`src/rtl/nes_bus_pkg.sv`:
```
// Shared CPU-bus definitions for the NES bus masters.
// Holds the OAM DMA state encoding, the register addresses and the CPU page width.
package nes_bus_pkg;

    localparam int CPU_PAGE_W = 8;

    localparam logic [15:0] CPU_DMA_REG_ADDR  = 16'h4014;
    localparam logic [15:0] PPU_OAM_DATA_ADDR = 16'h2004;

    typedef enum logic [2:0] {
        ST_IDLE,
        ST_HALT,
        ST_ALIGN,
        ST_READ,
        ST_WRITE
    } dma_state_e;

endpackage

```
`src/rtl/cpu_cycle_parity.sv`:
```
// CPU cycle parity tracker: one flop toggled at the end of every CPU cycle.
// Ports: clk, rst (async, active-high), ph2_falling in; get_cycle out.
// get_cycle=1 while the current CPU cycle is a get (even) cycle.
module cpu_cycle_parity (
    input  logic clk,
    input  logic rst,
    input  logic ph2_falling,
    output logic get_cycle
);

    logic parity_q;
    logic parity_d;

    always_comb begin
        parity_d = parity_q;
        if (ph2_falling) begin
            parity_d = ~parity_q;
        end
    end

    always_ff @(posedge clk or posedge rst) begin
        if (rst) begin
            parity_q <= 1'b0;
        end else begin
            parity_q <= parity_d;
        end
    end

    assign get_cycle = ~parity_q;

endmodule

```
`src/rtl/oam_dma_ctrl.sv`:
```
// OAM DMA controller: CPU-bus master between the 6502 core and the memory manager.
// A write to DMA_REG_ADDR halts the CPU (cpu_rdy=0) and copies BYTE_COUNT bytes
// from page {cpu_data_in,00} to OAM_DATA_ADDR; when idle the CPU bus passes through.
// Ports: clk, rst (async, active-high), ph2_falling, cpu_addr/cpu_rnw/cpu_data_in,
// mem_data_in in; bus_addr/bus_rnw/bus_data_out, cpu_rdy, dma_active out.
// Build option: OAM_DMA_ODD_ALIGN_EN inserts an ALIGN cycle when HALT is followed
// by a put cycle (2A03 timing, 514-cycle transfers).
module oam_dma_ctrl
    import nes_bus_pkg::*;
#(
    parameter logic [15:0] DMA_REG_ADDR  = CPU_DMA_REG_ADDR,
    parameter logic [15:0] OAM_DATA_ADDR = PPU_OAM_DATA_ADDR,
    parameter int          BYTE_COUNT    = 256
) (
    input  logic        clk,
    input  logic        rst,
    input  logic        ph2_falling,
    input  logic [15:0] cpu_addr,
    input  logic        cpu_rnw,
    input  logic [7:0]  cpu_data_in,
    input  logic [7:0]  mem_data_in,
    output logic [15:0] bus_addr,
    output logic        bus_rnw,
    output logic [7:0]  bus_data_out,
    output logic        cpu_rdy,
    output logic        dma_active
);

    localparam logic [CPU_PAGE_W-1:0] LAST_IDX = CPU_PAGE_W'(BYTE_COUNT - 1);

    dma_state_e            state_q, state_d;
    logic [CPU_PAGE_W-1:0] page_q, page_d;
    logic [CPU_PAGE_W-1:0] idx_q, idx_d;
    logic [7:0]            data_latch_q, data_latch_d;
    logic                  rdy_q, rdy_d;
    logic                  active_q, active_d;

`ifdef OAM_DMA_ODD_ALIGN_EN
    logic get_cycle;

    cpu_cycle_parity u_parity (
        .clk         (clk),
        .rst         (rst),
        .ph2_falling (ph2_falling),
        .get_cycle   (get_cycle)
    );
`endif

    always_comb begin
        state_d      = state_q;
        page_d       = page_q;
        idx_d        = idx_q;
        data_latch_d = data_latch_q;
        rdy_d        = rdy_q;
        active_d     = active_q;
        if (ph2_falling) begin
            unique case (state_q)
                ST_IDLE: begin
                    if (cpu_addr == DMA_REG_ADDR && !cpu_rnw && rdy_q) begin
                        state_d  = ST_HALT;
                        page_d   = cpu_data_in;
                        idx_d    = '0;
                        rdy_d    = 1'b0;
                        active_d = 1'b1;
                    end
                end
                ST_HALT: begin
`ifdef OAM_DMA_ODD_ALIGN_EN
                    // HALT being a get cycle means the next one is a put
                    // cycle, so burn one cycle to start READ on a get.
                    state_d = get_cycle ? ST_ALIGN : ST_READ;
`else
                    state_d = ST_READ;
`endif
                end
                ST_ALIGN: begin
                    state_d = ST_READ;
                end
                ST_READ: begin
                    state_d      = ST_WRITE;
                    data_latch_d = mem_data_in;
                end
                ST_WRITE: begin
                    if (idx_q == LAST_IDX) begin
                        state_d  = ST_IDLE;
                        idx_d    = '0;
                        rdy_d    = 1'b1;
                        active_d = 1'b0;
                    end else begin
                        state_d = ST_READ;
                        idx_d   = idx_q + 1'b1;
                    end
                end
                default: begin
                    state_d  = ST_IDLE;
                    rdy_d    = 1'b1;
                    active_d = 1'b0;
                end
            endcase
        end
    end

    always_ff @(posedge clk or posedge rst) begin
        if (rst) begin
            state_q      <= ST_IDLE;
            page_q       <= '0;
            idx_q        <= '0;
            data_latch_q <= '0;
            rdy_q        <= 1'b1;
            active_q     <= 1'b0;
        end else begin
            state_q      <= state_d;
            page_q       <= page_d;
            idx_q        <= idx_d;
            data_latch_q <= data_latch_d;
            rdy_q        <= rdy_d;
            active_q     <= active_d;
        end
    end

    always_comb begin
        bus_addr     = cpu_addr;
        bus_rnw      = cpu_rnw;
        bus_data_out = cpu_data_in;
        unique case (state_q)
            ST_IDLE: begin
                bus_rnw = cpu_rnw;
            end
            ST_HALT, ST_ALIGN: begin
                bus_rnw = 1'b1;
            end
            ST_READ: begin
                bus_addr = {page_q, idx_q};
                bus_rnw  = 1'b1;
            end
            ST_WRITE: begin
                bus_addr     = OAM_DATA_ADDR;
                bus_rnw      = 1'b0;
                bus_data_out = data_latch_q;
            end
            default: begin
                bus_rnw = cpu_rnw;
            end
        endcase
    end

    assign cpu_rdy    = rdy_q;
    assign dma_active = active_q;

endmodule

```
`config.mk`:
```
export PLATFORM = sky130hd
export DESIGN_NAME = oam_dma_ctrl
export DESIGN_NICKNAME = d
export VERILOG_FILES = /design/src/rtl/nes_bus_pkg.sv /design/src/rtl/cpu_cycle_parity.sv /design/src/rtl/oam_dma_ctrl.sv
export SDC_FILE = /design/constraint.sdc
export NUM_CORES = 1
export LEC_CHECK = 0
export BUFFER_PORTS_ARGS = -buffer_cell sky130_fd_sc_hd__buf_2
export CORE_ASPECT_RATIO = 0.6
export CORE_UTILIZATION = 30
export DETAILED_ROUTE_END_ITERATION = 6
export PLACE_DENSITY = 0.63
export SYNTH_ARGS = -nofsm -noshare
export SYNTH_HDL_FRONTEND = slang
export SYNTH_SLANG_ARGS = --single-unit
```
`constraint.sdc`:
```
create_clock -name clk -period 2.5 [get_ports clk]
set_input_delay 0.375 -clock clk [delete_from_list [all_inputs] [get_ports clk]]
set_output_delay 0.375 -clock clk [all_outputs]
set_load 0.01 [all_outputs]
```
==> metrics.csv <==
stage,metric,value,unit
global_routing,first-pass GRT wire length,7.44,mm
place,DP HPWL,3.79,mm
critical_path,kind of critical path,reg2out,
route,routed via count,1540,
yosys,library cells used by synthesis,48,
timing,final setup fails,0,
clock_tree,clk sinks,29,
place,gpl congestion,0.923,
timing,"Slew Viols, Final",0,
timing,Slew @ Worst Pin,0.432,ns
global_routing,GR Overflow Total,0,
hold_path,Hold Crit Class,in2async,
global_routing,antenna violations before repair,0,
floorplan,IO Count,63,
critical_path,crit path max-delay cell type,dfrtp_1,
critical_path,Crit Path Max Fanout,12,
timing,Worst Skew,0.00827,ns
timing,Final min period,2.35,ns
floorplan,row count,20,
finish,FILL cells,530,
timing,Final Hold Viols,0,
route,DRT Wirelength,4.76,mm
yosys,Mean Syn Cell Area,11.1,um^2
clock_tree,CTS Buffer Depth,2,
floorplan,Die Width,99.9,um
yosys,mux cell area share after synthesis,0.186,
flow_run,Max Cap Violations,0,
global_routing,gr usage total,0.169,
floorplan,DIE HEIGHT,60.7,um
power,P_leak,0.00108,uW
critical_path,CP Capture Type,primary output,
route,Residual DRC,0,
floorplan,Die ar.,6070,um^2
critical_path,CP startpoint kind,register,
route,Pre-antenna DRT Iters,4,
yosys,YS warnings,0,
yosys,Syn Nets,192,
finish,Multi-input gate area,926,um^2
yosys,compound-gate portion of the synthesized area,0.194,
finish,ant diodes,0,
critical_path,Worst Path Arrival,1.98,ns
route,Routed WL per cell,15.9,um
route,Iter 0 DRT Violations,135,
yosys,Most used DFF post-synth,dfrtp_1,
clock_tree,CTS H-tree depth,2,
clock_tree,worst skew pair latency,0.28,ns
yosys,Post-synth EDFFs,0,
yosys,#FFs+latches synth,29,
finish,register area,727,um^2
critical_path,worst path cell trace,"nor2_2, nand2_2, nand2_1, a2bb2oi_1, buf_2",
clock_tree,CTS tree,built,
route,Post-DRT Antenna Nets,0,
power,P_sw,836,uW
timing,final hold slack,0.154,ns
critical_path,max incr delay on CP,0.52,ns
yosys,post-synthesis simple-gate area fraction,0.146,
power,Max rail drop VDD,0.347,mV
timing,fin crit share,0.941,
power,Int Pwr,1280,uW
yosys,Post-Synth XOR/XNOR Area,0,
timing,maximum clock rate,425,MHz
yosys,Synth Area in Adders,0.00725,
yosys,Post-Syn Instances,155,
global_routing,vias in the first global route,1413,
yosys,sequential element share of the synthesized area,0.421,
timing,Setup Total Neg Slack,0,ns
power,power per cell area,953,nW/um^2
yosys,largest family of logic cells by synthesized area,compound AO/OA/AOI/OAI gates,
clock_tree,CTS Buf Count,5,
floorplan,core area,5310,um^2
outcome,outcome,finished clean,
critical_path,CP Data Required Time,2.12,ns
power,clock network power share,0.183,
finish,Area Overhead vs Synth,28.7,%
global_routing,largest net degree at the start of global routing,30,
timing,RSZ-0062 raised after global routing,false,
place,Port Buffer Count,62,
power,Comb pwr share,0.454,
power,Flop pwr share,0.363,
yosys,share of synthesized flip-flops with an asynchronous set or reset,1.00,
finish,share of cells above drive strength 1,0.495,
route,vias per cell,5.15,
timing,worst rel slew slack,0.711,
finish,nets,259,
yosys,cell area after synthesis,1730,um^2
clock_tree,root buffer cell,clkbuf_8,
clock_tree,clock-pin slew on the worst setup and hold paths,0.06,ns
power,Sw Share,0.395,
floorplan,starting density of the core,0.325,
==> through the flow <==
stage                     area (um^2)   util  total power, uW  worst slack, ns  cells
after CTS                        2220  0.418             2130           0.0940    299
after floorplan                  1730      -             1350            0.490    155
final                            2220  0.419             2120            0.148    299
after detailed placement         2130  0.401             1720            0.273    292
after global routing             2220  0.419             2270           0.0140    299
after global placement           2130  0.401             1710            0.283    292
==> cell families (layout without fill, tap and decap cells) <==
group | after synthesis | in the layout
AOI/OAI and AO/OA | 45 | 45
and+or+nand+nor | 39 | 39
DFF | 29 | 29
muxes | 26 | 26
buffers and inverters | 15 | 82
adders and majority gates | 1 | 1
==> sequential cells by signal, indices dropped and copies added, names as in the netlist <==
| name | count |
|---|---|
| cpu_rdy | 1 |
| page_q | 8 |
| state_q | 3 |
| idx_q | 8 |
| dma_active | 1 |
| data_latch_q | 8 |
==> routing by layer <==
metal	share of wire	GRT usage	vias to the layer above
met4	0.015	0.0630	0
met1	0.49	0.246	726
li1	-	-	724
met3	0.12	0.0714	7
met2	0.38	0.217	83
met5	0	0	-
==> critical path: cells and delay by family, from the launching register on <==
kind	cells	cell delay, ns
simple gates	3	0.65
compound gates	1	0.34
buf+inv	1	0.20
flops	1	0.52
==> Yosys cell counts, types with 4 or more instances <==
| cell | count | area share |
|---|---|---|
| dfrtp_1 | 28 | 0.41 |
| mux2_2 | 16 | 0.10 |
| a22o_1 | 13 | 0.066 |
| nand2_1 | 12 | 0.026 |
| mux2_4 | 8 | 0.070 |
| nor2_1 | 7 | 0.015 |
| o21ai_0 | 7 | 0.020 |
| clkbuf_1 | 6 | 0.013 |
| inv_1 | 6 | 0.013 |
| a21oi_1 | 5 | 0.015 |
| o2bb2ai_1 | 4 | 0.020 |
==> power by group through the flow <==
stage / sequential (uW) / clock [uW] / combinational (uW)
after floorplan: 681 / 0 / 666
after global placement: 760 / 0 / 949
after detailed placement: 767 / 0 / 957
after CTS: 761 / 402 / 964
after global routing: 792 / 423 / 1060
final: 769 / 387 / 960
==> path summary, 6_finish.rpt <==
path	from	slack, ns	depth (start not counted)	to
min in group clk	mem_data_in[3]	0.33	2	data_latch_q[3]$_DFFE_PP0P_
worst max register to register	cpu_rdy$_DFFE_PP1P_	0.47	6	idx_q[0]$_DFFE_PP0P_
max in group asynchronous	rst	2.03	3	cpu_rdy$_DFFE_PP1P_
worst min-delay path	rst	0.15	3	idx_q[4]$_DFFE_PP0P_
worst max-delay path	state_q[0]$_DFFE_PP0P_	0.15	5	bus_addr[2]
worst min register to register	data_latch_q[0]$_DFFE_PP0P_	0.50	1	data_latch_q[0]$_DFFE_PP0P_
==> placed cells by master, fill, tap and decap left out, drive strengths merged, types with 2 or more instances in the layout <==
| cell type | count |
|---|---|
| nand2 | 12 |
| a22o | 14 |
| nor4 | 2 |
| o2bb2ai | 4 |
| clkbuf | 7 |
| dfrtp | 28 |
| and3 | 2 |
| nor4b | 2 |
| o22ai | 2 |
| buf | 69 |
| o21ai | 9 |
| nor2 | 8 |
| a21oi | 5 |
| nand3 | 3 |
| inv | 6 |
| nor3 | 2 |
| mux2 | 25 |
| a31oi | 2 |
==> area by class of cell <==
| class | count | share of cell area |
|---|---|---|
| multi-input cells | 111 | 0.417 |
| flip-flops and latches | 29 | 0.327 |
| repair buffers | 69 | 0.163 |
| well taps | 77 | 0.0434 |
| clock buffers | 7 | 0.0389 |
| inverters | 6 | 0.0101 |
==> repair_timing <==
action                     in CTS  in global routing
hold endpoints to repair        0                  0
hold buffers                    0                  0
setup endpoints to repair       1                  1
resized for setup               1                  1
setup buffers                   0                  0
(Power assumes the default switching activity.)
